==> config.mk <==
export PLATFORM = sky130hd
export DESIGN_NAME = ssd_scan_n
export DESIGN_NICKNAME = d
export VERILOG_FILES = /design/src/rtl/ssd_scan_n.sv
export SDC_FILE = /design/constraint.sdc
export NUM_CORES = 1
export LEC_CHECK = 0
export ABC_CLOCK_PERIOD_IN_PS = 3300
export CAP_MARGIN = 15
export CORE_ASPECT_RATIO = 0.5
export CORE_UTILIZATION = 50
export CTS_BUF_LIST = sky130_fd_sc_hd__clkbuf_8 sky130_fd_sc_hd__clkbuf_16
export DETAILED_ROUTE_END_ITERATION = 10
export GPL_TIMING_DRIVEN = 1
export PLACE_DENSITY = 0.68
export RECOVER_POWER = 50
export SYNTH_ARGS = -nofsm -noshare
export SYNTH_HDL_FRONTEND = slang
export SYNTH_SLANG_ARGS = --single-unit
export TNS_END_PERCENT = 5
==> constraint.sdc <==
create_clock -name clk -period 3.3 [get_ports clk]
set_input_delay 0.825 -clock clk [delete_from_list [all_inputs] [get_ports clk]]
set_output_delay 0.825 -clock clk [all_outputs]
set_load 0.005 [all_outputs]
==> src/rtl/ssd_scan_n.sv <==
// Multiplexed N-digit seven-segment scanner with double-buffered display data,
// leading-zero blanking and per-digit blinking. Outputs are active-low.
module ssd_scan_n #(
    parameter int N_DIGITS   = 4,
    parameter int DIV_BITS   = 19,
    parameter int BLINK_BITS = 25,
    parameter int HEX        = 0
) (
    input  logic                    clk,
    input  logic                    rst_n,
    input  logic                    load,
    input  logic [4*N_DIGITS-1:0]   digits,
    input  logic [N_DIGITS-1:0]     dp,
    input  logic [N_DIGITS-1:0]     blink_en,
    input  logic                    blank_lz,
    output logic                    upd_ack,
    output logic [7:0]              ssd,
    output logic [N_DIGITS-1:0]     ssd_ctl
);

    localparam int                  PW      = $clog2(N_DIGITS);
    localparam logic [PW-1:0]       LAST    = PW'(N_DIGITS - 1);
    localparam logic [DIV_BITS-1:0] DIV_MAX = '1;

    logic [DIV_BITS-1:0]   div;
    logic [PW-1:0]         ptr;
    logic [BLINK_BITS-1:0] blink_cnt;
    logic                  tick;
    logic                  frame;

    logic [4*N_DIGITS-1:0] sh_digits, act_digits;
    logic [N_DIGITS-1:0]   sh_dp, act_dp;
    logic [N_DIGITS-1:0]   sh_blink, act_blink;
    logic                  sh_blz, act_blz;
    logic                  pending;

    logic [3:0]            cur_code;
    logic                  cur_dp;
    logic                  cur_blink;
    logic                  cur_lz;
    logic                  zero_run;
    logic [N_DIGITS-1:0]   ctl_next;

    function automatic logic [6:0] seg_decode(input logic [3:0] code);
        logic [6:0] seg;
        case (code)
            4'h0:    seg = 7'b1000000;
            4'h1:    seg = 7'b1111001;
            4'h2:    seg = 7'b0100100;
            4'h3:    seg = 7'b0110000;
            4'h4:    seg = 7'b0011001;
            4'h5:    seg = 7'b0010010;
            4'h6:    seg = 7'b0000010;
            4'h7:    seg = 7'b1111000;
            4'h8:    seg = 7'b0000000;
            4'h9:    seg = 7'b0010000;
            4'hA:    seg = 7'b0001000;
            4'hB:    seg = 7'b0000011;
            4'hC:    seg = 7'b1000110;
            4'hD:    seg = 7'b0100001;
            4'hE:    seg = 7'b0000110;
            default: seg = 7'b0001110;
        endcase
        if (HEX == 0 && code > 4'h9) begin
            seg = 7'b1111111;
        end
        return seg;
    endfunction

    assign tick  = (div == DIV_MAX);
    assign frame = tick && (ptr == LAST);

    // Scan timing: dwell divider, digit pointer, blink counter
    always_ff @(posedge clk or negedge rst_n) begin
        if (!rst_n) begin
            div       <= '0;
            ptr       <= '0;
            blink_cnt <= '0;
        end else begin
            div       <= div + 1'b1;
            blink_cnt <= blink_cnt + 1'b1;
            if (tick) begin
                ptr <= (ptr == LAST) ? '0 : ptr + 1'b1;
            end
        end
    end

    // Shadow/active buffers; active only ever changes on the frame boundary
    always_ff @(posedge clk or negedge rst_n) begin
        if (!rst_n) begin
            sh_digits  <= '0;
            sh_dp      <= '0;
            sh_blink   <= '0;
            sh_blz     <= 1'b0;
            pending    <= 1'b0;
            act_digits <= '0;
            act_dp     <= '0;
            act_blink  <= '0;
            act_blz    <= 1'b0;
            upd_ack    <= 1'b0;
        end else begin
            upd_ack <= frame && (load || pending);
            if (load && frame) begin
                act_digits <= digits;
                act_dp     <= dp;
                act_blink  <= blink_en;
                act_blz    <= blank_lz;
                pending    <= 1'b0;
            end else if (load) begin
                sh_digits <= digits;
                sh_dp     <= dp;
                sh_blink  <= blink_en;
                sh_blz    <= blank_lz;
                pending   <= 1'b1;
            end else if (frame && pending) begin
                act_digits <= sh_digits;
                act_dp     <= sh_dp;
                act_blink  <= sh_blink;
                act_blz    <= sh_blz;
                pending    <= 1'b0;
            end
        end
    end

    // zero_run accumulates left to right: it stays high while every digit so far is 0
    always_comb begin
        cur_code  = '0;
        cur_dp    = 1'b0;
        cur_blink = 1'b0;
        cur_lz    = 1'b0;
        zero_run  = 1'b1;
        ctl_next  = '1;
        for (int i = 0; i < N_DIGITS; i++) begin
            zero_run = zero_run && (act_digits[4*i +: 4] == 4'd0);
            if (ptr == PW'(i)) begin
                cur_code              = act_digits[4*i +: 4];
                cur_dp                = act_dp[i];
                cur_blink             = act_blink[i];
                cur_lz                = zero_run && (i != N_DIGITS - 1);
                ctl_next[N_DIGITS-1-i] = 1'b0;
            end
        end
    end

    // Output register: one cycle behind ptr
    always_ff @(posedge clk or negedge rst_n) begin
        if (!rst_n) begin
            ssd     <= 8'hFF;
            ssd_ctl <= '1;
        end else begin
            ssd_ctl <= ctl_next;
            if (cur_blink && blink_cnt[BLINK_BITS-1]) begin
                ssd <= 8'hFF;
            end else if (act_blz && cur_lz) begin
                ssd <= 8'hFF;
            end else begin
                ssd <= {~cur_dp, seg_decode(cur_code)};
            end
        end
    end

endmodule

==> impl_metrics.ini, run 1 <==
[floorplanning]
row_count = 25
die_h_um = 74
initial_core_util = 0.531
core-area_mm2 = 0.00976
die_area_mm2 = 0.0108
io_pins = 41
die_w_um = 146

[outcome]
status = finished clean

[routing]
drt_first_pass_iters = 4
wl_mm = 9.33
vias_per_cell = 5.50
vias = 3394
antenna_left = 0
drt_drc_violations_left = 0
drt_iter0_drc = 236
wl_per_cell_um = 15.1

[critical_path]
slowest_stage = a211oi_2
critPathLaunchType = flop
cp.arrival_ns = 3.30
end_kind = flop
cp_max_fo = 10
critical_path_class = flop to flop
r2r_cells = 9
path_cells = inv_1 > ha_1 > nor2b_1 > a22o_1 > o221ai_1 > ha_1 > o22ai_1 > a211oi_2 > o221ai_1
crit_required_ns = 3.53
critPathMaxStageDelay_ns = 0.51

[clock_network]
cts_buffers = 9
cts_root_buf = clkbuf_16
hold_buffers = 0
insertion_delay_ns = 0.35
cts-htree-levels = 3
clk_pin_slew_worst_paths_ns = 0.07
cts-resized-gates = 0
cts_setup_buffers = 0
cts_tree = built
clock-sinks = 110
cts_buffer_depth = 2

[sta]
skew_ns = 0.00889
tns_ns = 0
relSlewSlack = 0.0344
period_share = 0.932
fin_crit_ns = 3.08
drv_slew = 0
worstMarginPinSlew_ns = 1.45
rsz0062_at_grt = no
max_freq_ghz = 0.325
finalHoldViolations = 0
setup_viol = 0

[pwr]
p_total_mw = 2.87
power.density_mw_per_mm2 = 478
ir_worst_vdd_uv = 275
seq_power_share = 0.501
netSwitchingPower_mw = 0.602
swShare = 0.210
pwr-share-clk = 0.422
internal-power_mw = 2.27
p_leak_nw = 2.69
comb_power_share = 0.077

[synth]
synthCells = 438
synth-seq-cells = 110
synth-main-ff-cell = dfrtp_1
synth-edff-count = 0
async_flop_share = 1.00
ys_types = 59
synth.avg_cell_area_um2 = 11.8
syn-num-nets = 479
syn_area_mm2 = 0.00518
yosys_warnings = 0
synth-seq-area-share = 0.534

[global_route]
grt_max_degree = 59
antenna_found_initial = 0
grt_pass1_vias = 3235
grt_pass1_wl_mm = 16.3
track_usage = 0.192
gr-total-overflow = 0

[hold_path]
hold_path.class = flop to flop
holdPathStages = 1

[placed_design]
place.gp.congestion = 0.906
dp_hpwl_mm = 6.42
portBuffers = 40

[final_layout]
seq_area_mm2 = 0.00277
utilization = 0.616
layout.nets = 518
drive_gt1_frac = 0.110
num_antenna_cells = 0
area_growth_pct = 15.9
multi_input_area_mm2 = 0.00225
fillers = 787

[job]
maxCapViolations = 0
-- cells by family (layout without fill, tap and decap cells) --
family,after synthesis,after routing,synth area share
compound gates,79,79,0.118
xor+xnor,40,40,0.0676
fa+ha+maj,13,13,0.0314
buf+inv,32,76,0.0316
flops,110,110,0.534
mux,30,30,0.0642
simple gates,134,134,0.154
-- worst paths after layout --
kind / slack [ns] / to / startpoint
setup / recovery: 0.22 / ssd[2] / ptr[1]
hold / removal: 0.47 / div[17] / div[17]
setup reg to reg: 0.22 / ssd[2] / ptr[1]
hold reg to reg: 0.47 / div[17] / div[17]
max in group asynchronous: 0.95 / div[7] / rst_n
min in group asynchronous: 0.81 / blink_cnt[12] / rst_n
-- power groups by stage --
stage / registers [mW] / clock network (mW) / logic, mW
3_5_place_dp: 1.46 / 0 / 0.227
2_1_floorplan: 1.46 / 0 / 0.116
4_1_cts: 1.44 / 1.24 / 0.229
5_1_grt: 1.44 / 1.29 / 0.248
3_3_place_gp: 1.46 / 0 / 0.226
6_report: 1.44 / 1.21 / 0.222
-- synth_stat cells, drive strengths merged, types with 7 or more instances --
library cell,number,area share
dfstp,12,0.061
nand3,25,0.024
nand4,7,0.013
buf,8,0.014
nor2,18,0.013
xnor2,28,0.047
inv,15,0.011
nor3,7,0.0068
xor2,12,0.020
o2bb2ai,21,0.035
and3b,20,0.034
a21oi,21,0.020
clkbuf,9,0.0065
mux2,26,0.056
dfrtp,98,0.47
nand2,26,0.020
ha,13,0.031
-- metrics by stage --
stage	instances	hold WS, ns	setup WS (ns)	area [um2]
after detailed placement	601	0.458	0.313	5690
after global placement	601	0.454	0.444	5690
after floorplan	438	0.438	0.860	5180
after global routing	617	0.487	0.0262	6010
after CTS	617	0.472	0.265	6030
final	617	0.470	0.225	6010
-- cells in the final DEF (no fill, tap or decap), types with 13 or more instances in the layout --
cell | netlist | final
dfrtp_1 | 98 | 98
clkdlybuf4s50_1 | 0 | 39
xnor2_1 | 28 | 28
nand3_1 | 25 | 25
nand2_1 | 25 | 25
a21oi_1 | 21 | 21
o2bb2ai_1 | 21 | 21
and3b_1 | 20 | 20
nor2_1 | 18 | 18
inv_1 | 15 | 16
mux2_1 | 16 | 16
ha_1 | 13 | 13
-- per-layer routing --
metal | wire length (um) | up-vias | global-route usage | part of all wire
li1 | - | 1667 | - | -
met5 | 0 | - | 0 | 0
met3 | 290 | 9 | 0.0472 | 0.031
met1 | 4790 | 1676 | 0.270 | 0.51
met4 | 107 | 0 | 0.0590 | 0.011
met2 | 4150 | 42 | 0.299 | 0.44
-- cell type report --
cell class                 count  area share
clock buffer                   9      0.0375
clock inverter                 7      0.0187
sequential                   110       0.461
timing repair buffer          45      0.0717
multi-input combinational    296       0.374
tap                          135      0.0281
inverter                      15     0.00937
-- critical path, delay by kind of cell, from the launching register on --
kind,cells,cell delay [ns]
AND/OR/NAND/NOR,1,0.24
adder cells (fa/ha/maj),2,0.65
buffers and inverters,1,0.08
flip-flops,1,0.41
AO/OA/AOI/OAI,5,1.59
-- state kept, by name, indices dropped and copies added, names as in the netlist --
| signal | cells |
|---|---|
| ssd | 8 |
| blink_cnt | 25 |
| sh_blz | 1 |
| ptr | 2 |
| sh_digits | 16 |
| pending | 1 |
| sh_blink | 4 |
| sh_dp | 4 |
| act_blink | 4 |
| act_digits | 16 |
| div | 19 |
| act_blz | 1 |
| act_dp | 4 |
| upd_ack | 1 |
| ssd_ctl | 4 |
Note: power is estimated with default switching activity, not from simulation.
==> inputs of run 2 (changes only) <==
CTS_CLUSTER_SIZE = 8   (was default)
TNS_END_PERCENT = default   (was 5)
==> results of run 2 <==
The final DEF is identical to that of run 1; final timing and power are the same.
